--- src/rtl/instr_fetch_unit.sv ---
// Instruction fetch unit.
//
// Fetches one 32-bit instruction at a time from instruction memory, holds it in
// the instruction register (IR) until the consumer accepts it, then advances the
// PC (sequentially or to a branch target) and fetches again. A memory that fails
// to acknowledge within TIMEOUT request cycles drives the unit into a sticky
// fault state that only reset clears.
//
// Ports:
//   clk, rst         - clock, asynchronous active-high reset
//   imem_req         - read request (high in FETCH/WAIT)
//   imem_addr        - read address (current PC)
//   imem_ack         - read data valid this cycle
//   imem_rdata       - instruction word from memory
//   Instr            - held instruction register
//   Cond/Op/Funct/Rd - IR fields [31:28], [27:26], [25:20], [15:12]
//   instr_valid      - IR holds an instruction not yet consumed
//   instr_ack        - consumer accept (transfer when instr_valid & instr_ack)
//   PCSrc            - branch taken, sampled on transfer
//   BranchTarget     - next PC when PCSrc=1, sampled on transfer
//   PCPlus4/PCPlus8  - PC of the instruction in IR plus 4 / plus 8
//   fetch_err        - sticky memory-timeout fault
module instr_fetch_unit #(
    parameter logic [31:0] RESET_PC = 32'h0000_0000,
    parameter int unsigned TIMEOUT  = 15
) (
    input  logic        clk,
    input  logic        rst,
    output logic        imem_req,
    output logic [31:0] imem_addr,
    input  logic        imem_ack,
    input  logic [31:0] imem_rdata,
    output logic [31:0] Instr,
    output logic [3:0]  Cond,
    output logic [1:0]  Op,
    output logic [5:0]  Funct,
    output logic [3:0]  Rd,
    output logic        instr_valid,
    input  logic        instr_ack,
    input  logic        PCSrc,
    input  logic [31:0] BranchTarget,
    output logic [31:0] PCPlus4,
    output logic [31:0] PCPlus8,
    output logic        fetch_err
);

    localparam int unsigned CNT_W = (TIMEOUT < 1) ? 1 : $clog2(TIMEOUT + 1);
    localparam logic [CNT_W-1:0] TIMEOUT_CNT = CNT_W'(TIMEOUT);

    typedef enum logic [1:0] {FETCH, WAIT, ISSUE, FAULT} state_t;

    state_t           state;
    logic [31:0]      pc;
    logic [31:0]      ir;
    logic [31:0]      ir_pc;
    logic [CNT_W-1:0] wait_cnt;
    logic [CNT_W-1:0] wait_inc;
    logic             req_r;
    logic             valid_r;
    logic             err_r;

    assign wait_inc = wait_cnt + CNT_W'(1);

    // Outputs are registered alongside the state so they change only on clock edges.
    always_ff @(posedge clk or posedge rst) begin
        if (rst) begin
            state    <= FETCH;
            pc       <= RESET_PC;
            ir       <= '0;
            ir_pc    <= RESET_PC;
            wait_cnt <= '0;
            req_r    <= 1'b1;
            valid_r  <= 1'b0;
            err_r    <= 1'b0;
        end else begin
            unique case (state)
                FETCH, WAIT: begin
                    if (imem_ack) begin
                        ir      <= imem_rdata;
                        ir_pc   <= pc;
                        state   <= ISSUE;
                        req_r   <= 1'b0;
                        valid_r <= 1'b1;
                    end else if (wait_inc == TIMEOUT_CNT) begin
                        // Fault on the cycle the count reaches the limit; no extra request.
                        wait_cnt <= wait_inc;
                        state    <= FAULT;
                        req_r    <= 1'b0;
                        err_r    <= 1'b1;
                    end else begin
                        wait_cnt <= wait_inc;
                        state    <= WAIT;
                    end
                end
                ISSUE: begin
                    // Memory acks are ignored here; only the consumer moves us on.
                    if (instr_ack) begin
                        pc       <= PCSrc ? {BranchTarget[31:2], 2'b00} : pc + 32'd4;
                        wait_cnt <= '0;
                        state    <= FETCH;
                        req_r    <= 1'b1;
                        valid_r  <= 1'b0;
                    end
                end
                FAULT: begin
                    // Terminal until reset.
                end
                default: begin
                    state <= FAULT;
                end
            endcase
        end
    end

    assign imem_req    = req_r;
    assign imem_addr   = pc;
    assign instr_valid = valid_r;
    assign fetch_err   = err_r;

    assign Instr = ir;
    assign Cond  = ir[31:28];
    assign Op    = ir[27:26];
    assign Funct = ir[25:20];
    assign Rd    = ir[15:12];

    assign PCPlus4 = ir_pc + 32'd4;
    assign PCPlus8 = ir_pc + 32'd8;

endmodule

--- config.mk ---
export PLATFORM = sky130hd
export DESIGN_NAME = instr_fetch_unit
export DESIGN_NICKNAME = d
export VERILOG_FILES = /design/src/rtl/instr_fetch_unit.sv
export SDC_FILE = /design/constraint.sdc
export NUM_CORES = 1
export LEC_CHECK = 0
export BUFFER_PORTS_ARGS = -buffer_cell sky130_fd_sc_hd__buf_2
export CORE_MARGIN = 3
export CORE_UTILIZATION = 40
export DETAILED_ROUTE_END_ITERATION = 16
export PLACE_DENSITY = 0.73
export SLEW_MARGIN = 20
export SYNTH_ARGS = -nofsm -noshare
export SYNTH_HDL_FRONTEND = slang
export SYNTH_SLANG_ARGS = --single-unit
export TNS_END_PERCENT = 10
--- constraint.sdc ---
create_clock -name clk -period 4.6 [get_ports clk]
set_input_delay 0.46 -clock clk [delete_from_list [all_inputs] [get_ports clk]]
set_output_delay 0.46 -clock clk [all_outputs]
set_load 0.03 [all_outputs]
# Yosys cells after proc, flatten, opt, wreduce, memory -nomap -nowiden
# Index checks and enable logic that the tools add are counted.
[classes] addsub=4 mul=0 n_bitwise=1 magnitude_cmp=0 eq_ne=7 shift=0 div=0 n_reduce_logical=10 n_mux=15
[op_table] cell="$add 32x3->32 const B" count=2
[op_table] cell="$add 32x4->32 const B" count=1
[op_table] cell="$mux 32" count=1
[op_table] cell="$reduce_and 3->1" count=4
[op_table] cell="$mux 4" count=2
[op_table] cell="$pmux 4 s2" count=1
[op_table] cell="$mux 2" count=3
[op_table] cell="$ne 2x2->1 const B" count=3
[op_table] cell="$reduce_and 2->1" count=3
[op_table] cell="$mux 1" count=5
[op_table] cell="$add 4x1->4 const B" count=1
[op_table] cell="$eq 4x4->1 const B" count=1
[op_table] cell="$pmux 1 s2" count=2
[op_table] cell="$pmux 2 s2" count=1
[op_table] cell="$ne 3x3->1 const B" count=1
[op_table] cell="$eq 2x1->1 const B" count=1
[op_table] cell="$eq 2x2->1 const B" count=1
[op_table] cell="$logic_not 2->1" count=1
[op_table] cell="$reduce_bool 2->1" count=1
[op_table] cell="$reduce_or 2->1" count=1
[op_table] cell="$not 1->1" count=1
[totals] romBits=0 mem_bits_rw=0 inputBits=69 word_cells=45 regBits=105 latchBits=0 out_inout_bits=147 memories=0

# Logic depth before layout (Yosys ltp)
# Gate-level depths: netlist (run 1).
[logic_depth] word_depth=5 depth_mapped=7 depth_no_buf=6

# Worst setup path after synthesis (run 1)
# OpenSTA, ideal clock, no wires.
[synth_timing] path_type="reg2out" startpoint="reg ir_pc[4]" endpoint="out PCPlus4[31]" stages_incl_launch_ff=8 arrival_ns=2.151 required_ns=4.140 path_buffers=1 slack_ns=1.989 cell_sequence="dfrtp_1 > ha_1 > and3_1 > buf_6 > nand3_4 > nor4_4 > nand4_1 > xnor2_1"
[synth_via] elab_chain_cells=1
[synth_rtl] element="start: declaration" line="55" rtl="logic [31:0] ir_pc;"
[synth_rtl] element="start signal: assignment" line="80" rtl="ir_pc <= pc;"
[synth_rtl] element="$add 32x3->32" line="126" rtl="assign PCPlus4 = ir_pc + 32'd4;"
[synth_rtl] element="end: declaration" line="42" rtl="output logic [31:0] PCPlus4,"
# Every way passes these cells.

# Worst setup path in the final report (run 1)
# Ends and elaborated chain as after synthesis.

==> impl_metrics.py, run 1 <==
metrics = {
    "outcome": {
        "status": "complete, no violations",
    },
    "clock_network": {
        "worstSkewPairLatency_ns": 0.34,
        "path_clk_slew_ns": 0.07,
        "clock-root-buffer": "clkbuf_16",
        "cts.htree.levels": 3,
        "cts_tree": "done",
        "cts_setup_buffers": 0,
        "hold_buffers": 0,
        "cts_buffers": 9,
        "cts_buffer_depth": 2,
        "cts_sinks": 101,
        "cts_resized": 0,
    },
    "power": {
        "power.density_nw_per_um2": 789,
        "vdd_ir_drop_max_mv": 0.312,
        "p_leak_nw": 3.25,
    },
    "timing": {
        "finalSetupTns_ns": 0,
        "finClkSkew_ns": 0.00641,
        "fmax_mhz": 327,
        "rsz0062_at_grt": "false",
        "post-route-min-period_ns": 3.06,
        "fin_crit_sh": 0.665,
        "maxSlewHeadroom": 0.349,
        "finalHoldViolations": 0,
        "tightest_slew_ns": 0.975,
        "report.final.slew_viol_count": 0,
        "setup_viol": 0,
    },
    "detailed_routing": {
        "via_per_inst": 5.25,
        "wl_per_cell_um": 16.6,
        "first_pass_iters": 5,
        "wl_um": 15600,
        "drc": 0,
        "num_vias": 4948,
        "first_iter_violations": 313,
        "antenna_left": 0,
    },
    "critical_path": {
        "critPathLaunchType": "flip-flop",
        "critPathSlowestCell": "nor4_4",
        "path_class": "reg2out",
        "arrival_ns": 2.60,
        "cp_top_family": "simple AND/OR/NAND/NOR gates",
        "crit_buf_inv": 1,
        "crit_fanout": 10,
        "worstPathRequired_ns": 4.14,
        "path_cells": "ha_1 > and3_1 > nand3_4 > nor4_4 > nand4_1 > xnor2_1 > buf_2",
        "slowest_delay_ns": 0.59,
        "end_kind": "output pin",
        "reg2reg_slack_ns": 2.41,
    },
    "final_layout": {
        "nNetsFinal": 831,
        "num-fill-cells": 1337,
        "area_growth_syn_to_layout_pct": 22.5,
        "fin_area_sq_um": 7170,
        "drive_above_1_share": 0.391,
    },
    "die": {
        "io_pins": 216,
        "placementRows": 43,
        "initial_utilization": 0.415,
        "die_area_sq_um": 16100,
        "core_sq_um": 14100,
        "die_w_um": 127,
        "die_h_um": 127,
    },
    "global_route": {
        "grtUsageMet1": 0.260,
        "grt_util_met3": 0.0451,
        "use_met2": 0.303,
        "grtUsageTotal": 0.193,
        "first_global_vias": 4645,
        "grt-ovfl-total": 0,
        "busiest_layer": "met2",
        "grt_pass1_wl_um": 24900,
        "antenna_found_initial": 3,
        "grt_max_degree": 74,
    },
    "yosys": {
        "ys_warn_count": 0,
        "mappedNetlistArea_sq_um": 5850,
        "synthFlopType": "dfrtp_1",
        "synth.distinct_cells": 54,
        "ys_seq_area_frac": 0.432,
        "synth-seq-cells": 101,
        "netlist_top_cells_count": "dfrtp_1 (100), mux2_2 (60), nand2_1 (57)",
        "synth_area_leaders": "dfrtp_1 (43%), mux2_2 (12%), xnor2_1 (5.8%)",
        "synth_top_cell_by_area": "dfrtp_1",
        "synth_edf_count": 0,
        "synth_top_area_frac": 0.428,
        "synth.most_common_cell": "dfrtp_1",
        "syn_area_per_cell_sq_um": 9.90,
        "postSynthCellCount": 591,
        "synthArstFlopShare": 1.00,
    },
    "min_path": {
        "hold_path.class": "in2async",
    },
    "placement": {
        "port_buffers": 207,
        "place_area_sq_um": 6840,
        "dp_hpwl_um": 11600,
        "finalWeightedCongestion": 0.877,
    },
    "run": {
        "cap_viol_max_count": 0,
    },
}
## power breakdown
part	switching, W	total (W)	internal [W]
logic	0.00194	0.00292	0.000980
registers	0.000604	0.00191	0.00130
clock network	0.000333	0.000830	0.000497
## flip-flops by register name (all words and copies together) (netlist names)
name / flops
wait_cnt: 4
imem_addr: 30
instr_valid: 1
imem_req: 1
ir_pc: 30
state: 2
fetch_err: 1
Instr: 32
## routing by layer
layer | vias up | wire (um)
li1 | 2408 | -
met1 | 2334 | 6750
met2 | 176 | 7360
met3 | 26 | 1170
met4 | 4 | 312
met5 | - | 27
## cells by family (layout without fill, tap and decap cells)
group / after synthesis / count (layout) / synth area share
AND/OR/NAND/NOR: 190 / 190 / 0.178
AO/OA/AOI/OAI: 105 / 105 / 0.110
flip-flops: 101 / 101 / 0.432
buffers and inverters: 70 / 236 / 0.0642
multiplexers: 62 / 62 / 0.119
XOR/XNOR: 57 / 57 / 0.0853
adder cells (fa/ha/maj): 5 / 5 / 0.0107
other: 1 / 7 / 0.000641
## through the flow
stage	hold WS, ns	cells	total power [W]	setup slack, ns	utilization
after CTS	0.330	942	0.00570	1.48	0.508
after floorplan	0.486	596	0.00406	1.49	-
after detailed placement	0.462	926	0.00485	1.85	0.485
final	0.325	943	0.00565	1.54	0.509
after global placement	0.458	926	0.00480	1.91	0.485
after global routing	0.334	943	0.00600	1.29	0.509
## worst register-to-register path, stage by stage, from the launching register on
cell and delay, ns:
dfrtp_1 0.50, ha_1 0.26, nand3_1 0.26, nor4_4 0.52
nand3_1 0.13, o32ai_1 0.27, a2bb2oi_1 0.11
## placed cells by master, fill, tap and decap left out, drive strengths merged, types with 3 or more instances in the layout
cell type,n
ha,5
buf,211
and2,3
xnor2,39
a32oi,3
and4,7
a21oi,26
o21ai,37
nor2b,3
conb,6
nand2,57
a311oi,3
nor3,10
inv,11
mux2,60
xor2,18
dfrtp,100
o22ai,4
a2bb2oi,5
nor2,33
or3,5
a211oi,5
clkbuf,12
a31oi,4
o22a,3
nand4,19
nand3,29
nor4,8
and3,9
o21a,3
## layout make-up
class                           instances  area (sq um)  area share
Inverter                                9          36.3     0.00506
Clock buffer                           12           246      0.0344
Timing Repair Buffer                  211          1080       0.150
Tap cell                              180           225      0.0314
Multi-Input combinational cell        425          2970       0.415
Sequential cell                       101          2530       0.353
Clock inverter                          4          77.6      0.0108
Antenna cell                            1          2.50    0.000349
## path summary, 6_finish.rpt
path,from,to,cells after the start
worst max register to register,imem_addr[2]$_DFFE_PP0P_,imem_addr[30]$_DFFE_PP0P_,6
worst max-delay path,ir_pc[4]$_DFFE_PP0P_,PCPlus4[31],7
max in group asynchronous,rst,imem_addr[6]$_DFFE_PP0P_,3
worst min-delay path,rst,Instr[6]$_DFFE_PP0P_,2
min in group clk,imem_rdata[28],Instr[28]$_DFFE_PP0P_,2
worst min register to register,instr_valid$_DFFE_PP0P_,instr_valid$_DFFE_PP0P_,1
No activity file was read; power rests on OpenSTA's default activity.
==> run 2: changes to the inputs <==
PLACE_DENSITY = 0.76   (was 0.73)
clock period = 2.73 ns   (was 4.6 ns; I/O delays follow)
==> impl_metrics.py, run 2 (same netlist as run 1, synthesis figures left out) <==
metrics = {
    "final_layout": {
        "fin_util": 0.519,
        "layout_common_cells": "buf_2 (207), dfrtp_1 (96), mux2_2 (60), nand2_1 (57), xnor2_1 (39)",
        "drive_above_1_share": 0.409,
        "nNetsFinal": 847,
        "mostFrequentLayoutCell": "buf_2",
        "area_growth_syn_to_layout_pct": 25.0,
        "largest_reg_flops": 32,
        "num-fill-cells": 1334,
    },
    "clock_network": {
        "clock-root-buffer": "clkbuf_16",
        "cts_buffer_depth": 2,
        "hold_buffers": 0,
        "cts_buffers": 9,
        "cts_sinks": 101,
        "path_clk_slew_ns": 0.07,
        "cts_tree": "done",
        "cts.htree.levels": 3,
        "worstSkewPairLatency_ns": 0.34,
    },
    "global_route": {
        "grt_max_degree": 54,
        "first_global_vias": 4658,
        "grtUsageTotal": 0.186,
        "grt_pass1_wl_um": 24300,
        "grt-ovfl-total": 0,
        "antenna_found_initial": 5,
    },
    "power": {
        "fin_total_pwr_w": 0.00956,
        "p_leak_nw": 3.34,
        "vdd_ir_drop_max_mv": 0.525,
        "power.density_nw_per_um2": 1310,
    },
    "detailed_routing": {
        "antenna_left": 0,
        "first_pass_iters": 4,
        "wl_per_cell_um": 16.3,
        "drc": 0,
        "first_iter_violations": 308,
        "wl_um": 15600,
        "num_vias": 5035,
        "via_per_inst": 5.26,
    },
    "die": {
        "initial_utilization": 0.415,
        "io_pins": 216,
        "core_sq_um": 14100,
        "die_w_um": 127,
        "placementRows": 43,
        "die_area_sq_um": 16100,
        "die_h_um": 127,
    },
    "critical_path": {
        "end_kind": "output pin",
        "crit_fanout": 7,
        "arrival_ns": 2.32,
        "cp_top_family": "simple AND/OR/NAND/NOR gates",
        "path_cells": "nand4_1 > nor4_4 > buf_4 > nand3_1 > xnor2_1 > buf_2",
        "crit_buf_inv": 2,
        "critPathLaunchType": "flip-flop",
        "worstPathRequired_ns": 2.46,
        "slowest_delay_ns": 0.52,
        "critPathSlowestCell": "dfrtp_1",
        "path_class": "reg2out",
    },
    "timing": {
        "post-route-min-period_ns": 2.60,
        "fmax_mhz": 385,
        "maxSlewHeadroom": 0.407,
        "finClkSkew_ns": 0.00739,
        "setup_viol": 0,
        "report.final.slew_viol_count": 0,
        "tightest_slew_ns": 0.887,
        "finalHoldViolations": 0,
        "fin_crit_sh": 0.951,
        "rsz0062_at_grt": "true",
        "timing.hold.ws_ns": 0.107,
    },
    "min_path": {
        "hold_path.class": "in2async",
    },
    "outcome": {
        "status": "complete, no violations",
    },
    "run": {
        "cap_viol_max_count": 0,
    },
    "placement": {
        "port_buffers": 207,
        "dp_hpwl_um": 11800,
        "finalWeightedCongestion": 0.875,
    },
}
==> run 2: final cells by class <==
type,instances,area (sq um),area share
Clock inverter,3,68.8,0.00941
Tap cell,180,225,0.0308
Sequential cell,101,2530,0.347
Antenna cell,1,2.50,0.000342
Clock buffer,12,246,0.0337
Timing Repair Buffer,227,1200,0.164
Inverter,9,37.5,0.00513
Multi-Input combinational cell,425,2990,0.410
==> run 2: path summary, 6_finish.rpt <==
| path | cells after the start | from | end | slack [ns] |
|---|---|---|---|---|
| max | 6 | ir_pc[8]$_DFFE_PP0P_ | PCPlus4[16] | 0.13 |
| min | 2 | rst | state[1]$_DFFE_PP0P_ | 0.11 |
| max reg2reg | 5 | imem_addr[2]$_DFFE_PP0P_ | imem_addr[28]$_DFFE_PP0P_ | 0.60 |
| min reg2reg | 1 | instr_valid$_DFFE_PP0P_ | instr_valid$_DFFE_PP0P_ | 0.47 |
| max in group asynchronous | 3 | rst | ir_pc[4]$_DFFE_PP0P_ | 1.88 |
| min in group clk | 2 | imem_rdata[12] | Instr[12]$_DFFE_PP0P_ | 0.16 |
==> run 2: timing repair <==
item	in CTS	in global routing
buffers inserted	0	7
endpoints found under the hold margin	0	0
gates resized for setup	0	11
endpoints found under the setup margin	0	26
==> run 2: layer usage <==
layer | share of wire | global-route usage | vias to the layer above
li1 | - | - | 2448
met1 | 0.42 | 0.250 | 2369
met2 | 0.48 | 0.296 | 182
met3 | 0.080 | 0.0472 | 28
met4 | 0.020 | 0.0618 | 8
met5 | 0.0027 | 0 | -
==> run 2: through the flow <==
stage / area [sq um] / setup WS (ns) / std cells / setup TNS, ns
final: 7310 / 0.133 / 958 / 0
after global routing: 7310 / -0.00919 / 958 / -0.00919
after CTS: 7220 / 0.0000913 / 949 / 0
after detailed placement: 6900 / 0.380 / 934 / 0
after global placement: 6900 / 0.411 / 934 / 0
after floorplan: 5870 / 0.306 / 596 / 0
==> run 2: report_power, final <==
group          switching (W)  internal, W
clock network       0.000534     0.000827
registers           0.000981      0.00220
logic                0.00332      0.00170
total                0.00483      0.00473
==> run 3: changes to the inputs <==
BUFFER_PORTS_ARGS = -buffer_cell sky130_fd_sc_hd__buf_4   (was -buffer_cell sky130_fd_sc_hd__buf_2)
==> impl_metrics.py, run 3 (same netlist as run 1, synthesis figures left out) <==
metrics = {
    "power": {
        "swShare": 0.486,
        "clock_power_share": 0.121,
        "power_switching_w": 0.00490,
        "p_leak_nw": 3.48,
        "power_frac_comb": 0.560,
        "fin_total_pwr_w": 0.0101,
        "p_seq_frac": 0.319,
        "power.density_nw_per_um2": 1290,
        "intPower_w": 0.00519,
        "vdd_ir_drop_max_mv": 0.547,
    },
    "detailed_routing": {
        "drc": 0,
        "wl_um": 15900,
        "antenna_left": 0,
        "num_vias": 5074,
        "first_pass_iters": 5,
        "via_per_inst": 5.29,
        "first_iter_violations": 292,
        "wl_per_cell_um": 16.5,
    },
    "clock_network": {
        "path_clk_slew_ns": 0.07,
        "clock-root-buffer": "clkbuf_16",
        "cts.htree.levels": 3,
        "hold_buffers": 0,
        "cts_buffers": 9,
        "cts_tree": "done",
        "cts_sinks": 101,
        "worstSkewPairLatency_ns": 0.34,
        "cts_buffer_depth": 2,
    },
    "die": {
        "die_h_um": 127,
        "die_w_um": 127,
        "core_sq_um": 14100,
        "initial_utilization": 0.415,
        "die_area_sq_um": 16100,
        "placementRows": 43,
        "io_pins": 216,
    },
    "critical_path": {
        "cp_top_family": "simple AND/OR/NAND/NOR gates",
        "arrival_ns": 2.32,
        "path_depth": 8,
        "crit_fanout": 7,
        "crit_top_cell": "nand3_1",
        "critPathSlowestCell": "dfrtp_1",
        "critPathLaunchType": "flip-flop",
        "path_cells": "and4_1 > nand3_1 > nor4_4 > buf_6 > clkbuf_4 > nand3_1 > xnor2_1 > buf_4",
        "crit_buf_inv": 3,
        "path_class": "reg2out",
        "worstPathRequired_ns": 2.46,
        "end_kind": "output pin",
        "r2r.worst_path.cells": 5,
        "slowest_delay_ns": 0.49,
    },
    "timing": {
        "post-route-min-period_ns": 2.59,
        "report.final.slew_viol_count": 0,
        "fmax_mhz": 385,
        "fin_ws_ns": 0.135,
        "maxSlewHeadroom": 0.359,
        "tightest_slew_ns": 0.959,
        "setup_viol": 0,
        "timing.hold.ws_ns": 0.140,
        "fin_crit_sh": 0.951,
        "finalHoldViolations": 0,
        "finalSetupTns_ns": 0,
        "finClkSkew_ns": 0.00593,
    },
    "final_layout": {
        "layout_common_cells": "buf_4 (225), dfrtp_1 (97), mux2_2 (60), nand2_1 (57), xnor2_1 (39)",
        "largest_reg_flops": 32,
        "area_growth_syn_to_layout_pct": 33.4,
        "mostFrequentLayoutCell": "buf_4",
        "n_antenna_cell": 0,
        "drive_above_1_share": 0.409,
        "fin_util": 0.554,
        "nNetsFinal": 848,
    },
    "global_route": {
        "grt_max_degree": 54,
        "grt_pass1_wl_um": 24600,
        "antenna_found_initial": 0,
        "grtUsageTotal": 0.189,
        "first_global_vias": 4766,
        "grt-ovfl-total": 0,
    },
    "placement": {
        "dp_hpwl_um": 12100,
        "port_buffers": 207,
        "dp_slack_ns": 0.373,
        "finalWeightedCongestion": 0.884,
    },
    "outcome": {
        "status": "complete, no violations",
    },
    "min_path": {
        "hold_path.class": "in2async",
    },
    "run": {
        "cap_viol_max_count": 0,
    },
}
-- run 3: changes by cell type in the layout (fill, tap and decap cells not counted), sizes merged --
cell      previous run  this run
clkbuf              12        15
bufinv               2         0
clkinv               0         1
clkinvlp             1         2
diode                1         0
inv                  9         8
-- run 3: per-stage QoR --
stage	area [sq um]	cells
4_1_cts	7720	952
3_5_place_dp	7430	936
2_1_floorplan	5870	596
6_report	7800	959
3_3_place_gp	7430	936
5_1_grt	7800	959
-- run 3: what timing repair did --
action                                  in CTS  in global routing
resized for setup                            0                  8
endpoints found under the setup margin       0                 16
setup buffers                                0                  7
-- run 3: area by class of cell --
type | instances | area [sq um]
Fill cell | 1250 | 6290
Multi-Input combinational cell | 425 | 2990
Sequential cell | 101 | 2530
Timing Repair Buffer | 228 | 1730
Clock buffer | 14 | 274
Tap cell | 180 | 225
Inverter | 9 | 37.5
Clock inverter | 2 | 16.3
-- run 3: path summary, 6_finish.rpt --
kind	startpoint	end	slack [ns]
setup / recovery	ir_pc[17]$_DFFE_PP0P_	PCPlus4[29]	0.14
hold / removal	rst	Instr[16]$_DFFE_PP0P_	0.14
setup reg to reg	imem_addr[3]$_DFFE_PP0P_	imem_addr[28]$_DFFE_PP0P_	0.62
hold reg to reg	instr_valid$_DFFE_PP0P_	instr_valid$_DFFE_PP0P_	0.49
max in group asynchronous	rst	ir_pc[7]$_DFFE_PP0P_	1.83
min in group clk	imem_rdata[15]	Instr[15]$_DFFE_PP0P_	0.16
-- run 3: layer usage --
metal,track usage,part of all wire
met1,0.254,0.42
met2,0.294,0.47
met3,0.0535,0.081
met4,0.0612,0.020
met5,0,0
-- run 3: power groups by stage --
stage	Sequential (W)	Clock, W	Combinational (W)
2_1_floorplan	0.00372	0	0.00311
3_3_place_gp	0.00317	0	0.00560
3_5_place_dp	0.00321	0	0.00566
4_1_cts	0.00319	0.00126	0.00567
5_1_grt	0.00335	0.00132	0.00599
6_report	0.00321	0.00122	0.00566
